$ cat config.mk
export PLATFORM = sky130hd
export DESIGN_NAME = stall_control
export DESIGN_NICKNAME = d
export VERILOG_FILES = /design/src/rtl/stall_control.sv
export SDC_FILE = /design/constraint.sdc
export NUM_CORES = 1
export LEC_CHECK = 0
export ABC_AREA = 1
export CORE_ASPECT_RATIO = 1.4
export CORE_MARGIN = 3
export CORE_UTILIZATION = 50
export CTS_CLUSTER_SIZE = 10
export DETAILED_ROUTE_END_ITERATION = 6
export PLACE_DENSITY_LB_ADDON = 0.05
export SLEW_MARGIN = 0
export SYNTH_ARGS = -nofsm -noshare
export SYNTH_HDL_FRONTEND = slang
export SYNTH_SLANG_ARGS = --single-unit
$ cat constraint.sdc
create_clock -name clock -period 3.7 [get_ports clock]
set_input_delay 0.74 -clock clock [delete_from_list [all_inputs] [get_ports clock]]
set_output_delay 0.74 -clock clock [all_outputs]
set_load 0.02 [all_outputs]
$ cat src/rtl/stall_control.sv
// ============================================================================
// Module  : stall_control
// Purpose : Pipeline hazard FSM producing registered stall/flush/bubble enables.
// Revision: 1.0
// ============================================================================
`default_nettype none

module stall_control (
  input  logic        clock,
  input  logic        reset,
  input  logic        fw_sc_stall,
  input  logic        ex_sc_branch,
  input  logic        mem_sc_busy,
  output logic        sc_pc_enable,
  output logic        sc_if_id_hold,
  output logic        sc_if_id_flush,
  output logic        sc_id_ex_bubble,
  output logic        sc_id_ex_hold,
  output logic        sc_ex_mem_hold,
  output logic        sc_mem_wb_bubble,
  output logic        sc_timeout,
  output logic [15:0] sc_stall_count,
  output logic [1:0]  sc_state
);

  typedef enum logic [1:0] {
    ST_RUN     = 2'd0,
    ST_LOADUSE = 2'd1,
    ST_FLUSH   = 2'd2,
    ST_MEMWAIT = 2'd3
  } state_t;

  state_t      r_state;
  state_t      w_next;
  logic [1:0]  r_flush_cnt;
  logic [1:0]  w_flush_cnt_next;
  logic        r_pend;
  logic        w_pend_next;
  logic [7:0]  r_wait_cnt;

  always_comb begin
    w_next           = r_state;
    w_flush_cnt_next = r_flush_cnt;
    w_pend_next      = r_pend;
    case (r_state)
      ST_MEMWAIT: begin
        if (mem_sc_busy) begin
          w_pend_next = r_pend | ex_sc_branch;
        end else if (r_pend || ex_sc_branch) begin
          w_next           = ST_FLUSH;
          w_flush_cnt_next = 2'd2;
          w_pend_next      = 1'b0;
        end else begin
          w_next = ST_RUN;
        end
      end
      default: begin
        if (mem_sc_busy) begin
          // An interrupted flush is replayed in full once memory releases.
          w_next           = ST_MEMWAIT;
          w_pend_next      = ex_sc_branch | (r_state == ST_FLUSH);
          w_flush_cnt_next = 2'd0;
        end else if (ex_sc_branch) begin
          w_next           = ST_FLUSH;
          w_flush_cnt_next = 2'd2;
        end else if (r_state == ST_FLUSH && r_flush_cnt > 2'd1) begin
          w_flush_cnt_next = r_flush_cnt - 2'd1;
        end else if (r_state == ST_RUN && fw_sc_stall) begin
          w_next = ST_LOADUSE;
        end else begin
          w_next           = ST_RUN;
          w_flush_cnt_next = 2'd0;
        end
      end
    endcase
  end

  always_ff @(posedge clock) begin
    if (reset) begin
      r_state          <= ST_RUN;
      r_flush_cnt      <= 2'd0;
      r_pend           <= 1'b0;
      r_wait_cnt       <= 8'd0;
      sc_timeout       <= 1'b0;
      sc_stall_count   <= 16'd0;
      sc_pc_enable     <= 1'b1;
      sc_if_id_hold    <= 1'b0;
      sc_if_id_flush   <= 1'b0;
      sc_id_ex_bubble  <= 1'b0;
      sc_id_ex_hold    <= 1'b0;
      sc_ex_mem_hold   <= 1'b0;
      sc_mem_wb_bubble <= 1'b0;
    end else begin
      r_state     <= w_next;
      r_flush_cnt <= w_flush_cnt_next;
      r_pend      <= w_pend_next;

      if (r_state != ST_RUN && sc_stall_count != 16'hFFFF)
        sc_stall_count <= sc_stall_count + 16'd1;

      if (r_state == ST_MEMWAIT) begin
        if (r_wait_cnt != 8'hFF) r_wait_cnt <= r_wait_cnt + 8'd1;
        if (r_wait_cnt == 8'd254) sc_timeout <= 1'b1;
      end else if (w_next == ST_MEMWAIT) begin
        r_wait_cnt <= 8'd0;
      end

      sc_pc_enable     <= (w_next == ST_RUN) || (w_next == ST_FLUSH);
      sc_if_id_hold    <= (w_next == ST_LOADUSE) || (w_next == ST_MEMWAIT);
      sc_if_id_flush   <= (w_next == ST_FLUSH);
      sc_id_ex_bubble  <= (w_next == ST_LOADUSE) || (w_next == ST_FLUSH);
      sc_id_ex_hold    <= (w_next == ST_MEMWAIT);
      sc_ex_mem_hold   <= (w_next == ST_MEMWAIT);
      sc_mem_wb_bubble <= (w_next == ST_MEMWAIT);
    end
  end

  assign sc_state = r_state;

endmodule

`default_nettype wire

==> key figures, run 1 <==
Status
  • Status: completed

Logic synthesis
  • Commonest cells in the netlist: nand2_1 (81), dfxtp_1 (34), nor2_1 (34)
  • Predominant post-synthesis flop cell: dfxtp_1
  • Most numerous cell in the Yosys netlist: nand2_1
  • Mapped Area: approximately 0.0019 mm²
  • Yosys reg bits: 34
  • Share of the synthesized area in the top cell type: approximately 36%
  • Post-synth EDFFs: 0
  • Synth cell types: 31
  • Post-synthesis net count: between 200 and 300
  • Synth area leaders: dfxtp_1 (36%), nand2_1 (16%), nor2_1 (6.7%)
  • Synthesized instance count: between 200 and 300
  • Syn_area_per_cell: around 6.8 µm²
  • Synth area leader: dfxtp_1
  • Yosys synthesis warning count: 0
  • Async set-or-reset flop fraction in the synthesized netlist: 0%
  • Seq/Total Area, Yosys: between 30% and 40%

Floorplan
  • Die Ht: between 70 and 80 µm
  • Row Count: 25
  • I/O Pins: 31
  • Core area: roughly 0.0035 mm²
  • Die area: roughly 0.0046 mm²
  • Initial Util: between 50% and 60%
  • Die Width: slightly below 60 µm

Global route
  • Total GRT Usage: between 20% and 30%
  • Vias in the first global route: roughly 1,700
  • First-pass GRT wire length: approximately 7500 µm
  • Antenna violations before repair: 0
  • Pin count of the biggest net entering global routing: 16
  • Total grt overflow: 0

CTS
  • Hold_buf cts: 0
  • # clock sinks: 34
  • Number of gates resized after CTS: 0
  • CTS H-tree depth: 2
  • Maximum buffer depth of the clock tree: 2
  • CTS tree: yes
  • Clock Pin Slew Worst Setup and Hold Paths: 0.07 ns
  • Clk_lat worst skew: just under 0.3 ns
  • Total CTS buffers: 5
  • Post-CTS Setup Inserts: 0
  • CTS Root Cell: clkbuf_8

STA
  • Hold_ws: between 0.4 and 0.5 ns
  • Slew HR: about 62%
  • Tcrit/Tclk final: 58.2%
  • Fmax: 464 MHz
  • Endpoints failing setup: 0
  • Setup Skew: ~0.0052 ns
  • Final Critical Period: 2.15 ns
  • Unrepaired setup endpoints after global routing: false
  • Actual slew at the worst max-slew pin: 0.568 ns
  • Final Hold Fails: 0
  • Max-slew violations: 0
  • Fin Setup TNS: 0 ns

Finish
  • Area grow syn2layout: 21.3%
  • Nets: between 300 and 400
  • Share of post-route cells with drive strength above 1: 9.35%
  • # diodes: 0
  • Final Instance Area: 0.00230 mm²

Route
  • DRT Wirelength: between 4000 and 5000 µm
  • DRC violations left: 0
  • Detail Route Antenna Nets: 0
  • Vias: 1,843
  • Drt first pass iters: 4
  • WL per Instance: 12.2 µm
  • DR iter-0 viols: 63
  • DR vias/cell: ~5.3

Place
  • Input/output buffers: 30
  • Placer Congestion: between 0.8 and 0.9
  • Placed cell area: approximately 0.0022 mm²
  • Detailed placer's ending HPWL: approximately 3200 µm

Power and ir drop
  • Leak: around 0.84 nW
  • Design Power: between 0.0007 and 0.0008 W
  • Pwr per Cell Area: between 300 and 400 mW/mm²
  • Maximum vdd ir drop: 0.000252 V

Critical path
  • CP max FO: 7
  • Slowest CP cell: clkdlybuf4s50_1
  • CP bufs+invs: 1
  • CP startpoint kind: flop
  • Setup CP Type: reg2out
  • Critical path, cell by cell: clkdlybuf4s50_1
  • Crit end category: output pin
  • Crit-path max cell delay: around 0.66 ns
  • R2r setup slk: roughly 1.8 ns
  • Worst path top cell family by delay: buffers and inverters
  • Worst Path Required: slightly below 3 ns
  • Critical Path AT: 1.41 ns

Flow run
  • Max Cap Viol: 0

Worst hold path
  • Hold Path Class: reg2reg
where the power goes:
part / leakage, nW / total [W] / switching [W] / internal (W)
Sequential: 0.277 / 0.000390 / 0.0000127 / 0.000377
Clock: 0.0472 / 0.000288 / 0.000139 / 0.000149
Combinational: 0.520 / 0.0000985 / 0.0000600 / 0.0000385
placed cells by master (no fill, tap or decap):
cell type and count:
nand2_1 81, nor2_1 34, dfxtp_1 34, clkdlybuf4s50_1 30, inv_1 27, nand3_1 22
a21oi_1 15, nand4_1 12, a21oi_2 9, clkbuf_8 6, ha_1 5, o21ai_0 4
inv_2 4, o21ai_1 3, xor2_1 3, xnor2_1 3, nor3_1 2, o211ai_1 2
nand3_2 1, nand2_2 1, nor2_4 1, nor2_2 1, nand3_4 1, o21ai_4 1
o21bai_1 1, nor3b_1 1, or2_2 1, or2_1 1, and2_1 1, clkinv_2 1
clkinvlp_4 1, buf_4 1
logic make-up (layout without fill, tap and decap cells):
kind of cell             after synthesis  in the layout  synth area share [%]
AND/OR/NAND/NOR                      160            160                  37.2
AO/OA/AOI/OAI                         35             35                  12.0
XOR/XNOR                               6              6                  2.77
adder cells (fa/ha/maj)                5              5                  3.30
flip-flops                            34             34                  35.9
buffers and inverters                 39             70                  8.78
cell type report:
cell class,instances,area [µm²]
Inverter,31,116
Timing Repair Buffer,31,308
Tap cell,40,50.0
Multi-Input combinational cell,206,1050
Clock buffer,6,82.6
Clock inverter,2,12.5
Fill cell,333,1210
Sequential cell,34,681
tightest hold or removal path, cell delays in order, from the launching register on:
cell	delay, ns
dfxtp_1	0.31
inv_1	0.04
a21oi_1	0.05
final timing paths:
path,to,depth (start not counted),startpoint
setup / recovery,sc_stall_count[2],1,sc_stall_count[2]
hold reg to reg,sc_timeout,2,sc_timeout
setup reg to reg,sc_stall_count[11],8,sc_stall_count[0]
hold / removal,sc_timeout,2,sc_timeout
per-layer routing:
| layer | vias up | wire, µm | GRT usage (%) |
|---|---|---|---|
| li1 | 956 | - | - |
| met1 | 848 | 1760 | 22.9 |
| met2 | 27 | 2200 | 36.9 |
| met3 | 12 | 147 | 4.23 |
| met4 | 0 | 141 | 12.3 |
| met5 | - | 0 | 0 |
through the flow:
stage                     setup slack [ns]  util [%]  instances
after global routing                  1.48      65.6        350
after global placement                1.45      62.9        342
after detailed placement              1.42      62.9        342
after floorplan                       1.98         -        279
final                                 1.55      65.6        350
after CTS                             1.53      65.6        350
flip-flops by register name, indices dropped and copies added, names as in the netlist:
register	flops
sc_timeout	1
r_pend	1
r_wait_cnt	8
sc_id_ex_bubble	1
sc_stall_count	16
sc_if_id_flush	1
sc_pc_enable	1
sc_state	2
sc_mem_wb_bubble	1
r_flush_cnt	2
Power figures use the tool's default switching activity.
==> run 2: changes to the inputs <==
==> constraint.sdc (replaced) <==
create_clock -name clock -period 2.1 [get_ports clock]
set_input_delay 0.42 -clock clock [delete_from_list [all_inputs] [get_ports clock]]
set_output_delay 0.42 -clock clock [all_outputs]
set_load 0.02 [all_outputs]
==> run 2 against run 1 <==
Net effect:
- hold slack better by 0.0099 ns
- sequential power is 75% higher
- global-route usage is 0.29 points lower
- first-iteration DRC count is 1.6% higher
- count of clock-buffer cells in the layout is 1 higher
- largest cell class unchanged
- largest power group unchanged
==> key figures, run 2 (same netlist as run 1, synthesis figures left out) <==
STA
  • Fmax: between 500 and 600 MHz
  • Final Hold Fails: 0
  • Hold_ws: ~0.46 ns
  • Setup Skew: approximately 0.0034 ns
  • Unrepaired setup endpoints after global routing: false
  • Setup ws final: 0.270 ns
  • Fin Setup TNS: 0 ns
  • Endpoints failing setup: 0
  • Slew HR: 66.2%
  • Tcrit/Tclk final: 87.1%
  • Final Critical Period: about 1.8 ns
  • Max-slew violations: 0
  • Actual slew at the worst max-slew pin: 0.505 ns

Critical path
  • Slowest CP cell: clkdlybuf4s50_1
  • Critical path, cell by cell: clkdlybuf4s50_1
  • Crit-path max cell delay: approximately 0.66 ns
  • Crit end category: output pin
  • Worst Path Required: approximately 1.7 ns
  • CP max FO: 7
  • Worst path top cell family by delay: buffers and inverters
  • Reg2reg path depth: 8
  • R2r setup slk: roughly 0.34 ns
  • Setup CP Type: reg2out
  • Critical Path AT: roughly 1.4 ns
  • Worst path depth: 1
  • CP bufs+invs: 1
  • CP startpoint kind: flop

Finish
  • # diodes: 0
  • Share of post-route cells with drive strength above 1: under 10%
  • Most frequent cells in the layout: nand2_1 (81), nor2_1 (34), dfxtp_1 (34), clkdlybuf4s50_1 (30), inv_1 (27)
  • Nets: around 320
  • Largest reg by FF count: sc_stall_count
  • Max reg flops: 16
  • Commonest non-fill, non-tap cell in the layout: nand2_1
  • Final Instance Area: around 0.0023 mm²
  • Final cell count without fillers: 353
  • Top Registers: sc_stall_count x16, r_wait_cnt x8
  • Area grow syn2layout: 22.3%

Place
  • Detailed placer's ending HPWL: slightly above 3000 µm
  • Placer Congestion: 0.803
  • Place WS: roughly 0.16 ns
  • Placed cell area: approximately 0.0022 mm²
  • DP Cell Count: 345
  • Input/output buffers: 30

Floorplan
  • Core area: about 0.0035 mm²
  • Initial Util: 54.1%
  • I/O Pins: 31
  • Die area: between 0.004 and 0.005 mm²
  • Die Ht: between 70 and 80 µm
  • Die Width: 58.0 µm
  • Row Count: 25

CTS
  • CTS Root Cell: clkbuf_8
  • Clk_lat worst skew: ~0.28 ns
  • # clock sinks: 34
  • Number of gates resized after CTS: 0
  • Post-CTS Setup Inserts: 0
  • Maximum buffer depth of the clock tree: 2
  • Clock Pin Slew Worst Setup and Hold Paths: 0.07 ns
  • CTS H-tree depth: 2
  • CTS tree: yes
  • Hold_buf cts: 0
  • Total CTS buffers: 5

Route
  • Vias: roughly 1,800
  • DRC violations left: 0
  • Drt first pass iters: 6
  • DR iter-0 viols: 64
  • WL per Instance: 12.1 µm
  • Detail Route Antenna Nets: 0
  • DRT Wirelength: approximately 4300 µm
  • DR vias/cell: about 5.1

Global route
  • Total grt overflow: 0
  • Pin count of the biggest net entering global routing: 28
  • Most Crowded Layer GR: met2
  • Antenna violations before repair: 0
  • Vias in the first global route: between 1,500 and 2,000
  • Met1 usage: about 22%
  • Met2 Use GR: between 30% and 40%
  • GR Util met3: between 4 and 5%
  • First-pass GRT wire length: between 7000 and 8000 µm
  • Total GRT Usage: 20.8%

Status
  • Status: completed

Worst hold path
  • Hold Path Class: reg2reg
  • WHS Path Cells: 2

Power and ir drop
  • Clock power frac: about 36%
  • Power Internal: between 0.001 and 0.0015 W
  • Net Sw Frac: a little over a quarter
  • Maximum vdd ir drop: between 0.0004 and 0.0005 V
  • Gate power share: around 13%
  • Part of the power in registers: about half
  • Pwr per Cell Area: ~590 mW/mm²
  • Leak: ~0.86 nW
  • Switching pwr: between 0.0003 and 0.0004 W

Flow run
  • Max Cap Viol: 0
==> run 2: cell count changes in the layout (fill, tap and decap cells not counted) <==
| cell | before | now |
|---|---|---|
| buf_4 | 1 | 4 |
| clkbuf_1 | 0 | 1 |
| clkinvlp_4 | 1 | 0 |
==> run 2: path summary, 6_finish.rpt <==
check	startpoint	endpoint
setup / recovery	sc_stall_count[2]	sc_stall_count[2]
hold / removal	sc_timeout	sc_timeout
setup reg to reg	sc_stall_count[1]	sc_stall_count[1]
hold reg to reg	sc_timeout	sc_timeout
==> run 2: layer usage <==
layer | vias up | routed length (µm)
li1 | 968 | -
met5 | - | 0
met4 | 0 | 36
met2 | 34 | 2240
met3 | 2 | 174
met1 | 803 | 1820
==> run 2: layout make-up <==
class,instances,area [µm²]
fill,316,1190
multi-input combinational,206,1050
sequential,34,681
timing repair buffer,34,330
inverter,31,116
clock buffer,7,86.3
tap,40,50.0
clock inverter,1,5.00
==> run 2: power groups by stage <==
stage	Combinational, W	Clock [W]	Sequential [W]
after floorplan	0.0000971	0	0.000717
after global placement	0.000182	0	0.000698
after detailed placement	0.000182	0	0.000699
after CTS	0.000184	0.000512	0.000684
after global routing	0.000203	0.000534	0.000686
final	0.000182	0.000496	0.000683
==> run 2: metrics by stage <==
step,total power [W],utilization [%]
floorplan,0.000814,-
global placement,0.000880,63.5
detailed placement,0.000881,63.5
CTS,0.00138,66.1
global route,0.00142,66.1
finish,0.00136,66.1
